**src/rtl/serial_link_pkg.sv**
```systemverilog
// Constants and types shared by the serial transmitter and receiver.
package serial_link_pkg;

  localparam int unsigned BYTE_W             = 8;
  localparam int unsigned DIVIDER_DEFAULT    = 3;
  localparam int unsigned KA_TIMEOUT_DEFAULT = 16;
  localparam logic [BYTE_W-1:0] SYNC_WORD_DEFAULT = 8'hA5;

  typedef enum logic {
    HUNT,
    LOCKED
  } rx_state_t;

  // Counter width for values 0..n-1, never narrower than one bit.
  function automatic int unsigned cnt_w(input int unsigned n);
    return (n > 1) ? $clog2(n) : 1;
  endfunction

endpackage

```
**src/rtl/serial_receiver_if.sv**
```systemverilog
// Byte-wide valid/ready delivery port of the serial receiver.
interface serial_receiver_if;
  import serial_link_pkg::*;

  logic [BYTE_W-1:0] out_data;
  logic              out_valid;
  logic              out_ready;

  modport master (output out_data, output out_valid, input out_ready);
  modport slave  (input out_data, input out_valid, output out_ready);
endinterface

```
**src/rtl/serial_bit_clk_div.sv**
```systemverilog
// Free-running bit-period divider; strobe_c marks the last clock of each bit period.
module serial_bit_clk_div
  import serial_link_pkg::*;
#(
  parameter int unsigned DIVIDER = DIVIDER_DEFAULT
) (
  input  logic clk,
  input  logic reset_n,
  output logic strobe_c
);

  localparam int unsigned CNT_W = cnt_w(DIVIDER);
  localparam logic [CNT_W-1:0] CNT_LAST = CNT_W'(DIVIDER - 1);

  logic [CNT_W-1:0] div_cnt;

  always_ff @(posedge clk) begin
    if (!reset_n) begin
      div_cnt <= '0;
    end else if (div_cnt == CNT_LAST) begin
      div_cnt <= '0;
    end else begin
      div_cnt <= div_cnt + CNT_W'(1);
    end
  end

  assign strobe_c = (div_cnt == CNT_LAST);

endmodule

```
**src/rtl/serial_receiver.sv**
```systemverilog
// Serial receiver: hunts for the sync word, then delivers MSB-first bytes on valid/ready.
// Optional keep-alive relock behaviour is enabled with `define SERIAL_RX_RELOCK_EN.
module serial_receiver
  import serial_link_pkg::*;
#(
  parameter int unsigned       DIVIDER    = DIVIDER_DEFAULT,
  parameter logic [BYTE_W-1:0] SYNC_WORD  = SYNC_WORD_DEFAULT,
  parameter int unsigned       KA_TIMEOUT = KA_TIMEOUT_DEFAULT
) (
  input  logic                clk,
  input  logic                reset_n,
  input  logic                serial_in,
  serial_receiver_if.master   rx,
  output logic                locked,
  output logic                overrun,
  output logic                lock_lost
);

  localparam int unsigned BIT_W = cnt_w(BYTE_W);
  localparam logic [BIT_W-1:0] BIT_LAST = BIT_W'(BYTE_W - 1);

  rx_state_t         state;
  logic [BYTE_W-2:0] shift_reg;
  logic [BIT_W-1:0]  bit_cnt;
  logic              strobe_c;
  logic [BYTE_W-1:0] shift_nxt_c;
  logic              byte_done_c;
  logic              deliver_c;
  logic              accept_c;

  serial_bit_clk_div #(.DIVIDER(DIVIDER)) u_bit_clk_div (
    .clk      (clk),
    .reset_n  (reset_n),
    .strobe_c (strobe_c)
  );

  // Only seven history bits persist; the eighth is the bit being sampled now.
  assign shift_nxt_c = {shift_reg, serial_in};
  assign byte_done_c = strobe_c && (state == LOCKED) && (bit_cnt == BIT_LAST);
  assign accept_c    = !rx.out_valid || rx.out_ready;

`ifdef SERIAL_RX_RELOCK_EN
  localparam int unsigned KA_W = cnt_w(KA_TIMEOUT);
  localparam logic [KA_W-1:0] KA_LAST = KA_W'(KA_TIMEOUT - 1);

  logic [KA_W-1:0] ka_cnt;

  // A locked sync word is a keep-alive and is swallowed.
  assign deliver_c = byte_done_c && (shift_nxt_c != SYNC_WORD);

  always_ff @(posedge clk) begin
    if (!reset_n) begin
      ka_cnt    <= '0;
      lock_lost <= 1'b0;
    end else begin
      lock_lost <= 1'b0;
      if (byte_done_c) begin
        if (shift_nxt_c == SYNC_WORD) begin
          ka_cnt <= '0;
        end else if (ka_cnt == KA_LAST) begin
          ka_cnt    <= '0;
          lock_lost <= 1'b1;
        end else begin
          ka_cnt <= ka_cnt + KA_W'(1);
        end
      end
    end
  end
`else
  logic ka_timeout_unused;

  assign ka_timeout_unused = (KA_TIMEOUT == 0);
  assign deliver_c         = byte_done_c;
  assign lock_lost         = 1'b0;
`endif

  always_ff @(posedge clk) begin
    if (!reset_n) begin
      state        <= HUNT;
      shift_reg    <= '0;
      bit_cnt      <= '0;
      locked       <= 1'b0;
      overrun      <= 1'b0;
      rx.out_data  <= '0;
      rx.out_valid <= 1'b0;
    end else begin
      if (rx.out_valid && rx.out_ready) begin
        rx.out_valid <= 1'b0;
      end

      if (strobe_c) begin
        shift_reg <= shift_nxt_c[BYTE_W-2:0];
        case (state)
          HUNT: begin
            if (shift_nxt_c == SYNC_WORD) begin
              state   <= LOCKED;
              locked  <= 1'b1;
              bit_cnt <= '0;
            end
          end
          LOCKED: begin
            bit_cnt <= (bit_cnt == BIT_LAST) ? '0 : bit_cnt + BIT_W'(1);
`ifdef SERIAL_RX_RELOCK_EN
            if (byte_done_c && (shift_nxt_c != SYNC_WORD) && (ka_cnt == KA_LAST)) begin
              state  <= HUNT;
              locked <= 1'b0;
            end
`endif
          end
          default: state <= HUNT;
        endcase
      end

      // A new byte loads when the slot is empty or being drained this cycle.
      if (deliver_c) begin
        if (accept_c) begin
          rx.out_data  <= shift_nxt_c;
          rx.out_valid <= 1'b1;
        end else begin
          overrun <= 1'b1;
        end
      end
    end
  end

endmodule

```
**src/flat_wrapper.sv**
```systemverilog
// flat-port wrapper written by rule: the top's interface ports become plain ports
module serial_receiver_flat import serial_link_pkg::*;
#(
  parameter int unsigned       DIVIDER    = DIVIDER_DEFAULT,
  parameter logic [BYTE_W-1:0] SYNC_WORD  = SYNC_WORD_DEFAULT,
  parameter int unsigned       KA_TIMEOUT = KA_TIMEOUT_DEFAULT
)
  (clk, reset_n, serial_in, locked, overrun, lock_lost, rx_out_data, rx_out_valid, rx_out_ready);
  serial_receiver_if rx_i ();
  input  logic clk;
  input  logic reset_n;
  input  logic serial_in;
  output logic locked;
  output logic overrun;
  output logic lock_lost;
  output wire logic [$bits(rx_i.out_data)-1:0] rx_out_data;
  output wire logic [$bits(rx_i.out_valid)-1:0] rx_out_valid;
  input wire logic [$bits(rx_i.out_ready)-1:0] rx_out_ready;
  assign rx_out_data = rx_i.out_data;
  assign rx_out_valid = rx_i.out_valid;
  assign rx_i.out_ready = rx_out_ready;
  serial_receiver #(.DIVIDER(DIVIDER), .SYNC_WORD(SYNC_WORD), .KA_TIMEOUT(KA_TIMEOUT)) u_core (.clk(clk), .reset_n(reset_n), .serial_in(serial_in), .rx(rx_i), .locked(locked), .overrun(overrun), .lock_lost(lock_lost));
endmodule
```
**config.mk**
```make
export PLATFORM = sky130hd
export DESIGN_NAME = serial_receiver_flat
export DESIGN_NICKNAME = d
export VERILOG_FILES = /design/src/rtl/serial_link_pkg.sv /design/src/rtl/serial_receiver_if.sv /design/src/rtl/serial_bit_clk_div.sv /design/src/rtl/serial_receiver.sv /design/src/flat_wrapper.sv
export SDC_FILE = /design/constraint.sdc
export NUM_CORES = 1
export LEC_CHECK = 0
export BUFFER_PORTS_ARGS = -buffer_cell sky130_fd_sc_hd__buf_2
export CAP_MARGIN = 20
export CORE_MARGIN = 5
export CORE_UTILIZATION = 40
export CTS_BUF_LIST = sky130_fd_sc_hd__clkbuf_2 sky130_fd_sc_hd__clkbuf_4 sky130_fd_sc_hd__clkbuf_8
export DETAILED_ROUTE_END_ITERATION = 8
export PLACE_DENSITY = 0.58
export REMOVE_ABC_BUFFERS = 1
export SYNTH_ARGS = -nofsm -noshare
export SYNTH_HDL_FRONTEND = slang
export SYNTH_SLANG_ARGS = --single-unit
```
**constraint.sdc**
```tcl
create_clock -name clk -period 2 [get_ports clk]
set_input_delay 0.1 -clock clk [delete_from_list [all_inputs] [get_ports clk]]
set_output_delay 0.1 -clock clk [all_outputs]
set_load 0.05 [all_outputs]
```
Yosys cells after proc, flatten, opt, wreduce, memory -nomap -nowiden
Cells that the tools add are included.
- bits in registers: 24
- output and inout bits: 12
- add/sub/neg operators: 2
- equality and inequality tests: 4
- multiplexer cells: 8
- bitwise operators: 3
- reductions and logical operators: 10
- operators with widths (kind ; count):
    $eq A8 B8 Y1 const B ; 1
    $mux W3 ; 2
    $pmux W3 S2 ; 1
    $reduce_and A2 Y1 ; 3
    $mux W1 ; 5
    $add A3 B1 Y3 const B ; 1
    $eq A3 B3 Y1 const B ; 1
    $logic_and A1 B1 Y1 ; 3
    $not A1 Y1 ; 3
    $reduce_and A3 Y1 ; 1
    $add A2 B1 Y2 const B ; 1
    $eq A2 B2 Y1 const B ; 1
    $ne A2 B1 Y1 const B ; 1
    $reduce_or A2 Y1 ; 1
    $logic_not A1 Y1 ; 1
    $logic_or A1 B1 Y1 ; 1

Logic depth before layout (Yosys ltp)
Gate-level depths: netlist (run 1).
- word-level depth: 4
- depth in mapped cells: 6

By module
A second synthesis (run 1) with hierarchy kept.
- cells, all modules: 103
- area total of the unflattened synthesis: 1016.0 um^2
- by module, submodules not included (module ; times used ; area each (um^2) ; cells each ; seq. area each (um^2)):
    serial_receiver ; 1 ; 934.6 ; 97 ; 440.4
    serial_bit_clk_div ; 1 ; 81.3 ; 6 ; 40.0

Worst setup path before layout (run 1)
OpenSTA, ideal clock, no wires.
- path kind: register to register
- start point: reg u_core.u_bit_clk_div.div_cnt[0]
- end point: reg u_core.bit_cnt[0]
- setup slack: 624 ps
- setup time: 73 ps
- arrival: 1302 ps
- path buffers: 1
- data required time: 1927 ps
- stages on the path, launching flop included: 7
- clock period less this slack: 1376 ps
- cell sequence: dfxtp_1 -> inv_1 -> ha_1 -> buf_6 -> nand2_4 -> or4b_4 -> o211ai_2
- cells in the longest elaborated chain, start to end: 2
- ends and longest elaborated chain (item ; RTL line ; text):
    start: declaration ; serial_bit_clk_div.sv:15 ; logic [CNT_W-1:0] div_cnt;
    start signal: assignment ; serial_bit_clk_div.sv:23 ; div_cnt <= div_cnt + CNT_W'(1);
    $eq A2 B2 Y1 ; serial_bit_clk_div.sv:27 ; assign strobe_c = (div_cnt == CNT_LAST);
    $reduce_and A2 Y1 (no source line) ; -- ;
    end signal: assignment ; serial_receiver.sv:102 ; bit_cnt <= (bit_cnt == BIT_LAST) ? '0 : bit_cnt + BIT_W'(1);
    end: declaration ; serial_receiver.sv:24 ; logic [BIT_W-1:0] bit_cnt;
Every way passes these cells.
A chain may end at the register's enable or synchronous reset.

Worst setup path after layout (run 1)
- start point: reg u_core.bit_cnt[0]
- end point: reg u_core.rx.out_data[5]
- cells in the longest elaborated chain, start to end: 3
- ends and longest elaborated chain (item ; RTL line ; text):
    $eq A3 B3 Y1 ; serial_receiver.sv:39 ; assign byte_done_c = strobe_c && (state == LOCKED) && (bit_cnt == BIT_LAST);
    $logic_and A1 B1 Y1 ; serial_receiver.sv:39 ;
    $reduce_and A2 Y1 (no source line) ; -- ;
    end signal: assignment ; serial_receiver.sv:117 ; rx.out_data <= shift_nxt_c;
    end: declaration ; serial_receiver_if.sv:9 ; modport master (output out_data, output out_valid, input out_ready);
Every way passes these cells.

==> results.sh, run 1 <==
export IMPL_status="complete, no violations"
export IMPL_total_power_mw=0.834
export IMPL_p_switching_mw=0.196
export IMPL_start_util_pct=41.5
export IMPL_stdcell_area_um2=1140
export IMPL_syn2layout_area_growth_pct=12.4
export IMPL_portBuffers=14
export IMPL_hold_path_class="primary input to flip-flop"
export IMPL_seq_area_frac_synth_pct=47.2
export IMPL_setup_viol=0
export IMPL_die_area_um2=3660
export IMPL_leakage_nw=0.461
export IMPL_first_global_vias=742
export IMPL_cts_resized=0
export IMPL_post_dp_cell_area_um2=1110
export IMPL_p_sw_share_pct=23.5
export IMPL_fmax_mhz=642
export IMPL_syn_area_per_cell_um2=9.79
export IMPL_critPathCaptureType="flip-flop"
export IMPL_clkSlewWorstSetupHoldPaths_ps=140
export IMPL_r2r_start="u_core.bit_cnt[0]"
export IMPL_whs_endpoint="u_core.rx.out_data[0]"
export IMPL_worstSetupPathType="flip-flop to flip-flop"
export IMPL_cellPowerDensity_nw_per_um2=728
export IMPL_internal_power_mw=0.638
export IMPL_root_buffer="clkbuf_4"
export IMPL_netlist_instances=104
export IMPL_crit_required_ps=2240
export IMPL_grt_pass1_wl_mm=3.23
export IMPL_holdPathStages=3
export IMPL_syn_area_um2=1020
export IMPL_grt_ovfl_total=0
export IMPL_synth_cell_type_count=30
export IMPL_nNetsFinal=126
export IMPL_yosysTopAreaCellShare_pct=47.2
export IMPL_cts_hold_buf=0
export IMPL_synth_most_common_cell="dfxtp_1"
export IMPL_die_y_um=60.5
export IMPL_core_area_um2=2450
export IMPL_first_pass_iters=3
export IMPL_share_seq_of_total_power_pct=59.9
export IMPL_viasPerCell=4.97
export IMPL_drive_gt1_share_pct=20.3
export IMPL_peakVddDrop_v=0.000402
export IMPL_cts_made_buffers=3
export IMPL_synth_edf_count=0
export IMPL_hold_ws_ps=56.1
export IMPL_synthTopCellsByArea="dfxtp_1, mux2i_1, nand2_1"
export IMPL_antenna_found_initial=0
export IMPL_via_count=735
export IMPL_antenna_cells=0
export IMPL_ys_async_sr_fraction_pct=0
export IMPL_track_usage_pct=11.5
export IMPL_largest_reg_flops=8
export IMPL_cts_tree="yes"
export IMPL_drc=0
export IMPL_r2r_end="u_core.rx.out_data[5]"
export IMPL_drt_initial_drc_count=14
export IMPL_pin_count=16
export IMPL_worstHoldStart="serial_in"
export IMPL_h_tree_depth=1
export IMPL_maxCapViolCount=0
export IMPL_crit_fanout=8
export IMPL_clock_path_buffers=2
export IMPL_combPwrFrac_pct=9.4
export IMPL_rsz0062_at_grt="false"
export IMPL_synth_largest_area_cell="dfxtp_1"
export IMPL_ys_flop_type="dfxtp_1"
export IMPL_final_setup_tns_ps=0
export IMPL_finalHoldViolCount=0
export IMPL_ys_ff_latch=24
export IMPL_ant_nets=0
export IMPL_ff2ff_path_depth=6
export IMPL_clk_latency_ps=320
export IMPL_cts_sinks=24
export IMPL_finalMaxSlewViolations=0
export IMPL_place_gp_congestion=0.708
export IMPL_dpl_hpwl_mm=1.31
export IMPL_worstPathArrival_ps=1800
export IMPL_startpoint_type="flip-flop"
export IMPL_rows=18
export IMPL_ff2ff_setup_slack_ps=440
export IMPL_fin_crit_ps=1560
export IMPL_grt_start_max_net_pins=23
export IMPL_yosysWarningCount=0
export IMPL_fin_skew_ps=15.5
export IMPL_finalCritPeriodShare_pct=77.9
export IMPL_routed_wl_mm=1.77
export IMPL_wl_per_cell_um=12.0
export IMPL_synth_top_cells_by_count="dfxtp_1, nand2_1, mux2i_1, nor2b_1"
export IMPL_p_clk_share_pct=30.7
export IMPL_fp_dieW_um=60.5
export IMPL_postCtsSetupRepairBufs=0
-- routing by layer --
layer	GRT usage [%]	up-vias	wire (µm)
met3	2.13	2	91
met1	13.9	341	852
met2	19.6	13	815
met4	5.57	0	14
met5	0	-	0
li1	-	379	-
-- how the worst max path moves through the flow --
stage / from / to / slack [ps] / cells after the start
6_report: u_core.bit_cnt[0] / u_core.rx.out_data[5] / 440 / 6
5_1_grt: u_core.bit_cnt[0] / u_core.rx.out_data[7] / 280 / 6
4_1_cts: u_core.bit_cnt[0] / u_core.rx.out_data[4] / 440 / 6
3_5_place_dp: u_core.bit_cnt[0] / u_core.rx.out_data[2] / 480 / 6
3_3_place_gp: u_core.bit_cnt[0] / u_core.rx.out_data[1] / 510 / 6
2_1_floorplan: u_core.u_bit_clk_div.div_cnt[0] / u_core.rx.out_data[0] / 150 / 5
-- cells in the final DEF (no fill, tap or decap), drive strengths merged, types with 2 or more instances in the layout --
| master | n |
|---|---|
| dfxtp | 24 |
| nand2 | 20 |
| buf | 17 |
| mux2i | 15 |
| nor2b | 8 |
| clkbuf | 4 |
| nand3 | 3 |
| nor2 | 3 |
| ha | 3 |
| inv | 2 |
| nand2b | 2 |
| nand4 | 2 |
| o21a | 2 |
-- stage by stage --
step	std cells	utilization, %	worst slack, ps
finish	148	46.6	441
global route	148	46.6	276
CTS	148	46.6	444
detailed placement	144	45.2	484
global placement	144	45.2	511
floorplan	97	-	148
-- worst max-delay path: stages, from the launching register on --
cell	delay (ps)
dfxtp_1	410
ha_1	170
ha_1	200
nand3_1	150
nor2b_1	160
buf_4	210
mux2i_1	190
-- power by group through the flow --
stage	clock network (mW)	registers [mW]	logic [mW]
floorplan	0	0.509	0.0538
detailed placement	0	0.511	0.0799
global route	0.288	0.504	0.0873
finish	0.256	0.500	0.0784
global placement	0	0.511	0.0777
CTS	0.264	0.500	0.0799
-- final cells by class --
type	count	area (µm²)
fillers	260	1310
multi-input cells	71	490
flip-flops and latches	24	480
repair buffers	17	92.6
well taps	30	37.5
clock buffers	4	36.3
inverters	2	7.51
-- cell families after synthesis --
logic type | after synthesis | synth area share [%]
flops | 24 | 47.2
mux | 15 | 14.7
other cells | 1 | 0.368
compound gates | 7 | 5.90
buf+inv | 9 | 4.67
simple gates | 45 | 23.5
fa+ha+maj | 3 | 3.69
(Power assumes the default switching activity.)
==> run 2: changes to the inputs <==
Clock period 2 ns to 1.6 ns, I/O delays scaled along.
==> results.sh, run 2 (same netlist as run 1, synthesis figures left out) <==
export IMPL_status="complete, no violations"
export IMPL_ant_nets=0
export IMPL_viasPerCell=4.86
export IMPL_largest_reg_flops=8
export IMPL_grt_pass1_wl_mm=3.03
export IMPL_cts_made_buffers=3
export IMPL_syn2layout_area_growth_pct=11.2
export IMPL_crit_fanout=8
export IMPL_wl_per_cell_um=12.0
export IMPL_maxCapViolCount=0
export IMPL_drc=0
export IMPL_worstPathArrival_ps=1690
export IMPL_leakage_nw=0.454
export IMPL_via_count=714
export IMPL_core_area_um2=2450
export IMPL_nNetsFinal=126
export IMPL_startpoint_type="flip-flop"
export IMPL_ff2ff_path_depth=6
export IMPL_fin_skew_ps=6.85
export IMPL_place_gp_congestion=0.770
export IMPL_die_area_um2=3660
export IMPL_start_util_pct=41.5
export IMPL_post_dp_cell_area_um2=1110
export IMPL_ff_latch_area_um2=482
export IMPL_multiInputGateArea_um2=490
export IMPL_stdcell_area_um2=1130
export IMPL_root_buffer="clkbuf_4"
export IMPL_clkSlewWorstSetupHoldPaths_ps=130
export IMPL_nFillCells=237
export IMPL_first_pass_iters=4
export IMPL_antenna_found_initial=0
export IMPL_fp_dieW_um=60.5
export IMPL_grt_start_max_net_pins=28
export IMPL_hold_path_class="primary input to flip-flop"
export IMPL_finalCritPeriodShare_pct=90.2
export IMPL_fin_crit_ps=1440
export IMPL_final_common_cell="dfxtp_1"
export IMPL_drive_gt1_share_pct=20.5
export IMPL_fmax_mhz=693
export IMPL_cellPowerDensity_nw_per_um2=869
export IMPL_cts_tree="yes"
export IMPL_die_y_um=60.5
export IMPL_antenna_cells=0
export IMPL_finalMaxSlewViolations=0
export IMPL_h_tree_depth=1
export IMPL_cts_sinks=24
export IMPL_mostFrequentLayoutCells="dfxtp_1, nand2_1, mux2i_1"
export IMPL_crit_required_ps=1840
export IMPL_track_usage_pct=11.2
export IMPL_routed_wl_mm=1.77
export IMPL_pin_count=16
export IMPL_rows=18
export IMPL_rsz0062_at_grt="false"
export IMPL_post_route_util_pct=46.1
export IMPL_finalHoldViolCount=0
export IMPL_setup_viol=0
export IMPL_peakVddDrop_v=0.000527
export IMPL_drt_initial_drc_count=10
export IMPL_clk_latency_ps=310
export IMPL_portBuffers=14
export IMPL_dpl_hpwl_mm=1.27
export IMPL_final_setup_tns_ps=0
export IMPL_first_global_vias=699
export IMPL_critPathCaptureType="flip-flop"
export IMPL_cts_hold_buf=0
export IMPL_worstSetupPathType="flip-flop to flip-flop"
export IMPL_clock_path_buffers=2
export IMPL_total_power_mw=0.984
export IMPL_postCtsSetupRepairBufs=0
export IMPL_grt_ovfl_total=0
export IMPL_holdPathStages=3
run 2: changes by cell type in the layout (fill, tap and decap cells not counted):
| cell | delta |
|---|---|
| clkbuf_8 | -1 |
| dfxtp_2 | +1 |
| dfxtp_1 | -1 |
run 2: metrics by stage:
stage | instances | hold WS (ps) | setup WS [ps]
finish | 147 | 36.0 | 156
global route | 147 | 35.8 | 37.1
CTS | 147 | 27.0 | 93.1
detailed placement | 144 | 377 | 131
global placement | 144 | 367 | 110
floorplan | 97 | 198 | -252
run 2: path summary, 6_finish.rpt:
path | from | end | slack [ps]
worst max-delay path | u_core.bit_cnt[0] | u_core.rx.out_data[4] | 160
worst min-delay path | serial_in | u_core.rx.out_data[0] | 40
worst max register to register | u_core.bit_cnt[0] | u_core.rx.out_data[4] | 160
worst min register to register | u_core.u_bit_clk_div.div_cnt[0] | u_core.u_bit_clk_div.div_cnt[0] | 420
run 2: power by group:
part / total (mW) / leakage, nW / internal [mW] / switching, mW
registers: 0.626 / 0.194 / 0.615 / 0.0101
clock network: 0.261 / 0.0138 / 0.0879 / 0.173
logic: 0.0973 / 0.246 / 0.0431 / 0.0542
run 2: final cells by class:
cell class / count / share of cell area [%]
flip-flops and latches: 24 / 42.5
well taps: 30 / 3.31
clock buffers: 3 / 1.99
inverters: 2 / 0.663
repair buffers: 17 / 8.18
multi-input cells: 71 / 43.3
run 2: worst max-delay path: stages (launching register included):
cell     delay, ps
dfxtp_2        370
ha_1           150
ha_1           190
nand3_1        140
nor2b_1        130
buf_4          190
mux2i_1        190
run 2: per-layer routing:
layer	global-route usage (%)	vias to the layer above	part of all wire [%]	wire (µm)
li1	-	379	-	-
met1	14.7	322	52	917
met2	16.5	11	43	757
met3	2.55	2	4.2	75
met4	7.12	0	1.0	18
met5	0	-	0	0
run 2: timing repair:
action                                 CTS  global route
endpoints found under the hold margin    0             0
setup endpoints to repair                0             1
resized for setup                        0             1
